File: src/rtl/temp_disp_pkg.sv
// Shared constants for the temperature display: unit codes, seven-segment glyphs,
// internal symbol codes fed to the segment encoder, and the display state enum.
`timescale 1ns/1ps
package temp_disp_pkg;

    localparam logic [1:0] UNIT_C = 2'b00;
    localparam logic [1:0] UNIT_F = 2'b01;
    localparam logic [1:0] UNIT_K = 2'b10;

    // Active-low glyphs, bit order gfedcba
    localparam logic [6:0] GLYPH_0     = 7'b1000000;
    localparam logic [6:0] GLYPH_1     = 7'b1111001;
    localparam logic [6:0] GLYPH_2     = 7'b0100100;
    localparam logic [6:0] GLYPH_3     = 7'b0110000;
    localparam logic [6:0] GLYPH_4     = 7'b0011001;
    localparam logic [6:0] GLYPH_5     = 7'b0010010;
    localparam logic [6:0] GLYPH_6     = 7'b0000010;
    localparam logic [6:0] GLYPH_7     = 7'b1111000;
    localparam logic [6:0] GLYPH_8     = 7'b0000000;
    localparam logic [6:0] GLYPH_9     = 7'b0010000;
    localparam logic [6:0] GLYPH_C     = 7'b1000110;
    localparam logic [6:0] GLYPH_F     = 7'b0001110;
    localparam logic [6:0] GLYPH_K     = 7'b0001001;
    localparam logic [6:0] GLYPH_E     = 7'b0000110;
    localparam logic [6:0] GLYPH_BLANK = 7'b1111111;

    // Symbol codes above 9 select the non-digit glyphs
    localparam logic [3:0] SYM_C     = 4'd10;
    localparam logic [3:0] SYM_F     = 4'd11;
    localparam logic [3:0] SYM_K     = 4'd12;
    localparam logic [3:0] SYM_E     = 4'd13;
    localparam logic [3:0] SYM_BLANK = 4'd15;

    typedef enum logic [1:0] {
        BLANK = 2'd0,
        SHOW  = 2'd1,
        ALARM = 2'd2
    } disp_state_e;

endpackage

File: src/rtl/seg7_encode.sv
// Combinational symbol-code to active-low seven-segment decoder.
`timescale 1ns/1ps
module seg7_encode
    import temp_disp_pkg::*;
(
    input  logic [3:0] sym,
    output logic [6:0] seg
);

    always_comb begin
        case (sym)
            4'd0:    seg = GLYPH_0;
            4'd1:    seg = GLYPH_1;
            4'd2:    seg = GLYPH_2;
            4'd3:    seg = GLYPH_3;
            4'd4:    seg = GLYPH_4;
            4'd5:    seg = GLYPH_5;
            4'd6:    seg = GLYPH_6;
            4'd7:    seg = GLYPH_7;
            4'd8:    seg = GLYPH_8;
            4'd9:    seg = GLYPH_9;
            SYM_C:   seg = GLYPH_C;
            SYM_F:   seg = GLYPH_F;
            SYM_K:   seg = GLYPH_K;
            SYM_E:   seg = GLYPH_E;
            default: seg = GLYPH_BLANK;
        endcase
    end

endmodule

File: src/rtl/temp_disp_scan.sv
// Four-digit multiplexed display driver for the temperature converter result,
// with whole-display blinking while the over-temperature flag is held.
`timescale 1ns/1ps
module temp_disp_scan
    import temp_disp_pkg::*;
#(
    parameter int SCAN_DIV  = 100000,
    parameter int BLINK_DIV = 250
) (
    input  logic       clk,
    input  logic       clr,
    input  logic [3:0] temp,
    input  logic [1:0] unit,
    input  logic       over,
    input  logic       upd,
    output logic [6:0] seg,
    output logic       dp,
    output logic [3:0] an
);

    localparam int SW = $clog2(SCAN_DIV);
    localparam int BW = $clog2(BLINK_DIV + 1);
    localparam logic [SW-1:0] SCAN_LAST  = SW'(SCAN_DIV - 1);
    localparam logic [BW-1:0] BLINK_LAST = BW'(BLINK_DIV - 1);

    disp_state_e   state_q, state_d;
    logic [SW-1:0] scan_cnt_q, scan_cnt_d;
    logic [1:0]    idx_q, idx_d;
    logic [BW-1:0] blink_cnt_q, blink_cnt_d;
    logic          phase_q, phase_d;
    logic          cap_q, cap_d;
    logic [3:0]    h_temp_q, h_temp_d;
    logic [1:0]    h_unit_q, h_unit_d;
    logic          h_over_q, h_over_d;
    logic [6:0]    seg_q, seg_d;
    logic          dp_q, dp_d;
    logic [3:0]    an_q, an_d;

    logic          tick;
    logic          tens;
    logic [3:0]    ones;
    logic [3:0]    sym;
    logic [6:0]    glyph;

    // NOTE: every always_comb output gets a default first so no path infers a latch.
    always_comb begin
        tick       = (scan_cnt_q == SCAN_LAST);
        scan_cnt_d = tick ? '0 : scan_cnt_q + 1'b1;
        idx_d      = tick ? idx_q + 2'd1 : idx_q;

        cap_d    = upd;
        h_temp_d = upd ? temp : h_temp_q;
        h_unit_d = upd ? unit : h_unit_q;
        h_over_d = upd ? over : h_over_q;

        // The state follows the hold register one edge after each capture
        state_d = state_q;
        if (cap_q) begin
            state_d = h_over_q ? ALARM : SHOW;
        end

        blink_cnt_d = blink_cnt_q;
        phase_d     = phase_q;
        if (state_d != ALARM || state_q != ALARM) begin
            blink_cnt_d = '0;
            phase_d     = 1'b1;
        end else if (tick) begin
            if (blink_cnt_q == BLINK_LAST) begin
                blink_cnt_d = '0;
                phase_d     = ~phase_q;
            end else begin
                blink_cnt_d = blink_cnt_q + 1'b1;
            end
        end
    end

    always_comb begin
        tens = (h_temp_q >= 4'd10);
        ones = tens ? h_temp_q - 4'd10 : h_temp_q;

        case (idx_q)
            2'd0: begin
                case (h_unit_q)
                    UNIT_C:  sym = SYM_C;
                    UNIT_F:  sym = SYM_F;
                    UNIT_K:  sym = SYM_K;
                    default: sym = SYM_E;
                endcase
            end
            2'd1:    sym = ones;
            2'd2:    sym = tens ? 4'd1 : SYM_BLANK;
            default: sym = SYM_BLANK;
        endcase
    end

    seg7_encode u_seg7_encode (
        .sym (sym),
        .seg (glyph)
    );

    always_comb begin
        an_d  = 4'b1111;
        seg_d = GLYPH_BLANK;
        dp_d  = 1'b1;
        if (state_q != BLANK) begin
            seg_d = glyph;
            dp_d  = !(state_q == ALARM && idx_q == 2'd0);
            if (!(state_q == ALARM && !phase_q)) begin
                an_d = ~(4'b0001 << idx_q);
            end
        end
    end

    // NOTE: state is updated with non-blocking assignments so every flop samples pre-edge values.
    always_ff @(posedge clk or negedge clr) begin
        if (!clr) begin
            state_q     <= BLANK;
            scan_cnt_q  <= '0;
            idx_q       <= '0;
            blink_cnt_q <= '0;
            phase_q     <= 1'b1;
            cap_q       <= 1'b0;
            h_temp_q    <= '0;
            h_unit_q    <= '0;
            h_over_q    <= 1'b0;
            seg_q       <= GLYPH_BLANK;
            dp_q        <= 1'b1;
            an_q        <= 4'b1111;
        end else begin
            state_q     <= state_d;
            scan_cnt_q  <= scan_cnt_d;
            idx_q       <= idx_d;
            blink_cnt_q <= blink_cnt_d;
            phase_q     <= phase_d;
            cap_q       <= cap_d;
            h_temp_q    <= h_temp_d;
            h_unit_q    <= h_unit_d;
            h_over_q    <= h_over_d;
            seg_q       <= seg_d;
            dp_q        <= dp_d;
            an_q        <= an_d;
        end
    end

    assign seg = seg_q;
    assign dp  = dp_q;
    assign an  = an_q;

endmodule

File: config.mk
export PLATFORM = sky130hd
export DESIGN_NAME = temp_disp_scan
export DESIGN_NICKNAME = d
export VERILOG_FILES = /design/src/rtl/temp_disp_pkg.sv /design/src/rtl/seg7_encode.sv /design/src/rtl/temp_disp_scan.sv
export SDC_FILE = /design/constraint.sdc
export NUM_CORES = 1
export LEC_CHECK = 0
export CORE_UTILIZATION = 37
export DETAILED_ROUTE_END_ITERATION = 10
export PLACE_DENSITY = 0.64
export SYNTH_ARGS = -nofsm -noshare
export SYNTH_HDL_FRONTEND = slang
export SYNTH_SLANG_ARGS = --single-unit
File: constraint.sdc
create_clock -name clk -period 2.2 [get_ports clk]
set_clock_uncertainty 0.15 [all_clocks]
set_input_delay 0.44 -clock clk [delete_from_list [all_inputs] [get_ports clk]]
set_output_delay 0.44 -clock clk [all_outputs]
set_load 0.02 [all_outputs]
==> results by group, run 1 <==
Setup path
  • CP Max Fanout: 4
  • Crit end category: register
  • Worst setup path class: reg -> reg
  • Critical Path AT: 2.15 ns
  • CP Launch Type: register
  • CP required: 2.27 ns

Layout
  • Layout cell share with drive strength beyond 1: 20.1%
  • Layout Cells excl Fill: 399
  • Final antenna diode count: 0
  • Nets: 327
  • # fillers: 655
  • Area delta synth->final: 20.6%

Clocking
  • Max Buffers Root-to-Sink: 2
  • TritonCTS clock tree: built
  • H-tree depth: 2
  • CTS Root Cell: clkbuf_8
  • Sink Count: 50
  • CTS clk-pin slew, worst paths: 0.09 ns
  • Later-pin clock latency in the skew report: 0.31 ns
  • Num CTS Buffers: 5

Synth
  • Largest cells by area after synthesis: dfrtp_1, dfstp_2, ha_1
  • Post-synth EDFFs: 0
  • Async SR Flop Fraction: 100%
  • Synth Flop Type: dfrtp_1
  • Synth top area share: 33.8%
  • Area leader, netlist: dfrtp_1
  • Mean Syn Cell Area: 10.3 um^2
  • FF+latch count, synth: 50
  • Cell area after synthesis: 2740 um^2
  • Register area share after synthesis: 46.3%
  • Post-Syn Instances: 267
  • Count leader, synth: dfrtp_1
  • Yosys Warn Count: 0
  • Most frequent cells after synthesis: dfrtp_1, nand2_1, ha_1, nor2_1
  • Syn Nets: 292
  • Yosys cell types: 55

Routing
  • Via-to-Cell Ratio: 5.30
  • Vias: 2114
  • Final wirelength: 5540 um
  • Detailed Routing Iterations Pass 1: 4
  • Post-route ant nets: 0
  • DR WL/cell: 13.9 um
  • Initial DRC count: 152
  • DR DRC count: 0

STA
  • Tcrit/Tclk final: 94.6%
  • Measured slew at the worst slew-check pin: 0.792 ns
  • Setup Viol. Count Final: 0
  • Final Hold Slack: 0.337 ns
  • Final Hold Violating Endpoints: 0
  • Max Slew Vio Count: 0
  • Final worst slack: 0.120 ns
  • Minimum clock period: 2.08 ns
  • Slew margin rel.: 46.9%
  • Fmax: 0.481 GHz

Job
  • Max Cap Violations: 0

GRT
  • Initial antenna violation count: 0
  • GRT Residual Overflow: 0
  • Total Routing Usage GR: 15.7%
  • Largest net degree at the start of global routing: 28
  • Vias in the first global route: 1977
  • First-pass GRT wire length: 9360 um

Status
  • Status: finished clean

Power and ir drop
  • Gate power share: 15.0%
  • Pwr Total: 1.93 mW
  • P_int: 1.45 mW
  • Leakage: 1.40 nW
  • Clock share of power: 32.8%
  • Sequential Power Share: 52.1%
  • Worst IR drop on VDD: 228 uV
  • Switching share of total power: 24.8%
  • Power per cell area: 584 nW/um^2
  • Psw: 479 uW

Floorplan
  • Die height: 88.0 um
  • Core area: 6980 um^2
  • Width of the die: 88.0 um
  • Rows: 30
  • Initial Util: 39.2%
  • Die area: 7750 um^2
  • I/O Pins: 22

Placement
  • Total placed cells including tap cells: 387
  • Dpl hpwl: 3930 um
  • RD Place Congestion: 0.862
  • PortBufs: 21
  • Pre-CTS WS: 0.0626 ns

Min path
  • Tightest Hold Check Type: reg -> reg
==> kinds of logic (layout without fill, tap and decap cells) <==
logic type,after synthesis,count (layout),synth area share [%]
AND/OR/NAND/NOR,99,99,19.8
AO/OA/AOI/OAI,56,56,14.9
flip-flops,50,50,46.3
buffers and inverters,23,59,3.75
adder cells (fa/ha/maj),15,15,6.85
XOR/XNOR,14,14,4.48
multiplexers,10,10,3.97
==> final cells by class <==
class / count / area (um^2) / share of cell area, %
multi-input cells: 194 / 1410 / 42.6
flip-flops and latches: 50 / 1270 / 38.4
repair buffers: 38 / 348 / 10.5
well taps: 96 / 120 / 3.63
clock buffers: 6 / 72.6 / 2.20
inverters: 13 / 51.3 / 1.55
clock inverters: 2 / 37.5 / 1.14
==> per-stage QoR <==
stage | setup TNS, ns | utilization, % | instance area [um^2]
floorplan | 0 | - | 2750
global route | -0.0514 | 47.3 | 3300
detailed placement | 0 | 44.8 | 3130
finish | 0 | 47.3 | 3300
CTS | 0 | 46.5 | 3250
global placement | 0 | 44.8 | 3130
==> layout by cell type, fill, tap and decap left out, types with 4 or more instances in the layout <==
master / count
mux2_2: 7
o21ai_0: 9
a21oi_1: 10
inv_1: 11
nor2_1: 14
nor3_1: 5
nand2_1: 30
ha_1: 13
xor2_1: 4
dfstp_2: 13
nand3b_1: 4
nand4_1: 6
and3_1: 6
o211ai_1: 6
clkdlybuf4s50_1: 20
clkbuf_8: 5
nand3_1: 9
buf_4: 15
nand2b_1: 5
xnor2_1: 10
dfrtp_1: 36
==> registers in the layout, summed over array words and instances, names as in the netlist, 2 cells and up <==
| name | cells |
|---|---|
| scan_cnt_q | 17 |
| blink_cnt_q | 8 |
| seg | 7 |
| an | 4 |
| h_temp_q | 4 |
| h_unit_q | 2 |
| idx_q | 2 |
| state_q | 2 |
==> routing by layer <==
layer | share of wire, % | vias up | wire length [um] | track usage [%]
li1 | - | 1032 | - | -
met1 | 50 | 1048 | 2750 | 21.7
met2 | 47 | 25 | 2610 | 24.0
met3 | 1.7 | 9 | 95 | 2.83
met4 | 1.5 | 0 | 83 | 6.89
met5 | 0 | - | 0 | 0
==> power groups by stage <==
stage,sequential (mW),clock [mW],combinational [mW]
6_report,1.01,0.634,0.290
5_1_grt,1.01,0.694,0.322
4_1_cts,1.01,0.663,0.290
3_5_place_dp,1.02,0,0.288
3_3_place_gp,1.02,0,0.284
2_1_floorplan,1.04,0,0.138
==> worst paths after layout <==
kind,cells past startpoint,slack [ns],to,from
worst max-delay path,10,0.12,seg[4],idx_q[1]
worst min-delay path,1,0.34,scan_cnt_q[0],scan_cnt_q[0]
worst max register to register,10,0.12,seg[4],idx_q[1]
worst min register to register,1,0.34,scan_cnt_q[0],scan_cnt_q[0]
max in group asynchronous,3,0.80,phase_q,clr
min in group asynchronous,2,0.49,scan_cnt_q[11],clr
==> repair_timing <==
item | 4_1_cts | 5_1_grt
setup buffers | 0 | 3
hold endpoints to repair | 11 | 0
endpoints found under the setup margin | 0 | 7
hold buffers | 1 | 0
resized for setup | 0 | 10
==> critical path, stage by stage (launching register included) <==
cell,delay (ns)
dfrtp_1,0.41
buf_4,0.16
ha_1,0.23
a21o_1,0.20
nor2_2,0.13
buf_4,0.13
inv_1,0.06
ha_1,0.20
o211ai_1,0.11
o211ai_1,0.12
o211ai_1,0.11
Note: power is estimated with default switching activity, not from simulation.
==> run 2, diff against run 1 <==
Settings changed: CORE_UTILIZATION 37 to 52, PLACE_DENSITY 0.64 to 0.82.
==> results by group, run 2 (synthesis results as in run 1) <==
Clocking
  • TritonCTS clock tree: built
  • CTS clk-pin slew, worst paths: 0.09 ns
  • H-tree depth: 2
  • Num CTS Buffers: 5
  • Max Buffers Root-to-Sink: 2
  • Later-pin clock latency in the skew report: 0.30 ns
  • CTS Root Cell: clkbuf_8
  • Sink Count: 50

Routing
  • Met2 wire len: 2630 um
  • Detailed Routing Iterations Pass 1: 4
  • Max Used Layer: met4
  • DR WL/cell: 14.3 um
  • Post-route ant nets: 0
  • Initial DRC count: 146
  • Final wirelength: 5360 um
  • Wl on met1: 2500 um
  • Via-to-Cell Ratio: 5.69
  • DR DRC count: 0
  • Vias: 2127
  • Routed wl met3: 206 um

Power and ir drop
  • Worst IR drop on VDD: 269 uV
  • Leakage: 1.40 nW
  • Power per cell area: 594 nW/um^2
  • Pwr Total: 1.92 mW

STA
  • Slew margin rel.: 48.2%
  • Setup Viol. Count Final: 0
  • Final Hold Slack: 0.0756 ns
  • Final Hold Violating Endpoints: 0
  • Max Slew Vio Count: 0
  • Fmax: 0.469 GHz
  • Minimum clock period: 2.13 ns
  • Measured slew at the worst slew-check pin: 0.772 ns
  • Tcrit/Tclk final: 97.0%
  • RSZ-0062 raised after global routing: yes

Floorplan
  • Die height: 74.6 um
  • Rows: 26
  • I/O Pins: 22
  • Die area: 5560 um^2
  • Width of the die: 74.6 um
  • Initial Util: 54.0%
  • Core area: 5070 um^2

Placement
  • PortBufs: 21
  • RD Place Congestion: 0.864
  • Dpl hpwl: 3810 um

Layout
  • Layout cell share with drive strength beyond 1: 20.7%
  • Largest register FFs: 17
  • Commonest non-fill, non-tap cell in the layout: dfrtp_1
  • Area delta synth->final: 18.3%
  • Nets: 328
  • Final antenna diode count: 0
  • Largest register by flop count: scan_cnt_q
  • Commonest cells after routing, fill and taps aside: dfrtp_1, nand2_1, clkdlybuf4s50_1, buf_4, nor2_1
  • # fillers: 423
  • Final design utilization: 63.8%

Min path
  • Tightest Hold Check Type: in -> async

Setup path
  • Crit-path slowest cell: dfrtp_1
  • Crit end category: register
  • Worst setup path class: reg -> reg
  • CP required: 2.26 ns
  • CP Max Fanout: 4
  • RR Startpoint: idx_q[1]
  • Critical Path AT: 2.20 ns
  • CP Cell Sequence: inv_2 -> ha_2 -> inv_1 -> o221ai_2 -> nor2_2 -> ha_1 -> a311o_1 -> a21oi_1 -> o211ai_1
  • Worst setup startpoint: idx_q[1]
  • Slowest stage delay, CP: 0.43 ns
  • CP Launch Type: register

Status
  • Status: finished clean

GRT
  • First-pass GRT wire length: 8840 um
  • Vias in the first global route: 1927
  • Initial antenna violation count: 0
  • Total Routing Usage GR: 20.9%
  • Largest net degree at the start of global routing: 51
  • GRT Residual Overflow: 0

Job
  • Max Cap Violations: 0
[run 2: layer usage]
metal  global-route usage (%)  vias up
li1                         -     1038
met1                     28.0     1033
met2                     34.5       52
met3                     5.28        4
met4                     3.77        0
met5                        0        -
[run 2: cell type report]
| class | instances | area, um^2 | share of cell area (%) |
|---|---|---|---|
| multi-input combinational | 194 | 1380 | 42.7 |
| sequential | 50 | 1270 | 39.2 |
| timing repair buffer | 39 | 340 | 10.5 |
| inverter | 13 | 48.8 | 1.51 |
| clock inverter | 2 | 37.5 | 1.16 |
| clock buffer | 6 | 72.6 | 2.24 |
| tap | 70 | 87.6 | 2.70 |
[run 2: worst max-delay path, delay by kind of cell (launching register included)]
| family | cells | cell delay [ns] |
|---|---|---|
| adder cells (fa/ha/maj) | 2 | 0.42 |
| buffers and inverters | 2 | 0.17 |
| AND/OR/NAND/NOR | 1 | 0.10 |
| AO/OA/AOI/OAI | 4 | 0.79 |
| flip-flops | 1 | 0.43 |
[run 2: worst paths after layout]
check                           cells past startpoint        endpoint  slack, ns
worst max-delay path                                9          seg[0]       0.07
worst min-delay path                                2  scan_cnt_q[11]       0.08
worst max register to register                      9          seg[0]       0.07
worst min register to register                      1   scan_cnt_q[0]       0.34
max in group asynchronous                           2     h_temp_q[2]       1.39
min in group clk                                    1   scan_cnt_q[0]       0.34
[run 2: power breakdown]
group	total (mW)	leakage [nW]	internal, mW	switching (mW)
Combinational	0.286	0.730	0.134	0.153
Sequential	1.01	0.615	0.976	0.0308
Clock	0.631	0.0514	0.339	0.292
Total	1.92	1.40	1.45	0.475
[run 2: timing repair]
item                                   CTS  global route
hold buffers                             0             0
setup endpoints to repair                2             3
buffers inserted                         0             5
resized for setup                        1             6
endpoints found under the hold margin    0             0
pin swaps                                0             1
[run 2: per-stage QoR]
| stage | area [um^2] | setup slack (ns) | setup TNS (ns) | cells |
|---|---|---|---|---|
| 2_1_floorplan | 2750 | 0.0127 | 0 | 267 |
| 3_3_place_gp | 3080 | 0.171 | 0 | 361 |
| 3_5_place_dp | 3080 | 0.00491 | 0 | 361 |
| 4_1_cts | 3190 | 0.0239 | 0 | 369 |
| 5_1_grt | 3240 | -0.0387 | -0.0504 | 374 |
| 6_report | 3240 | 0.0659 | 0 | 374 |
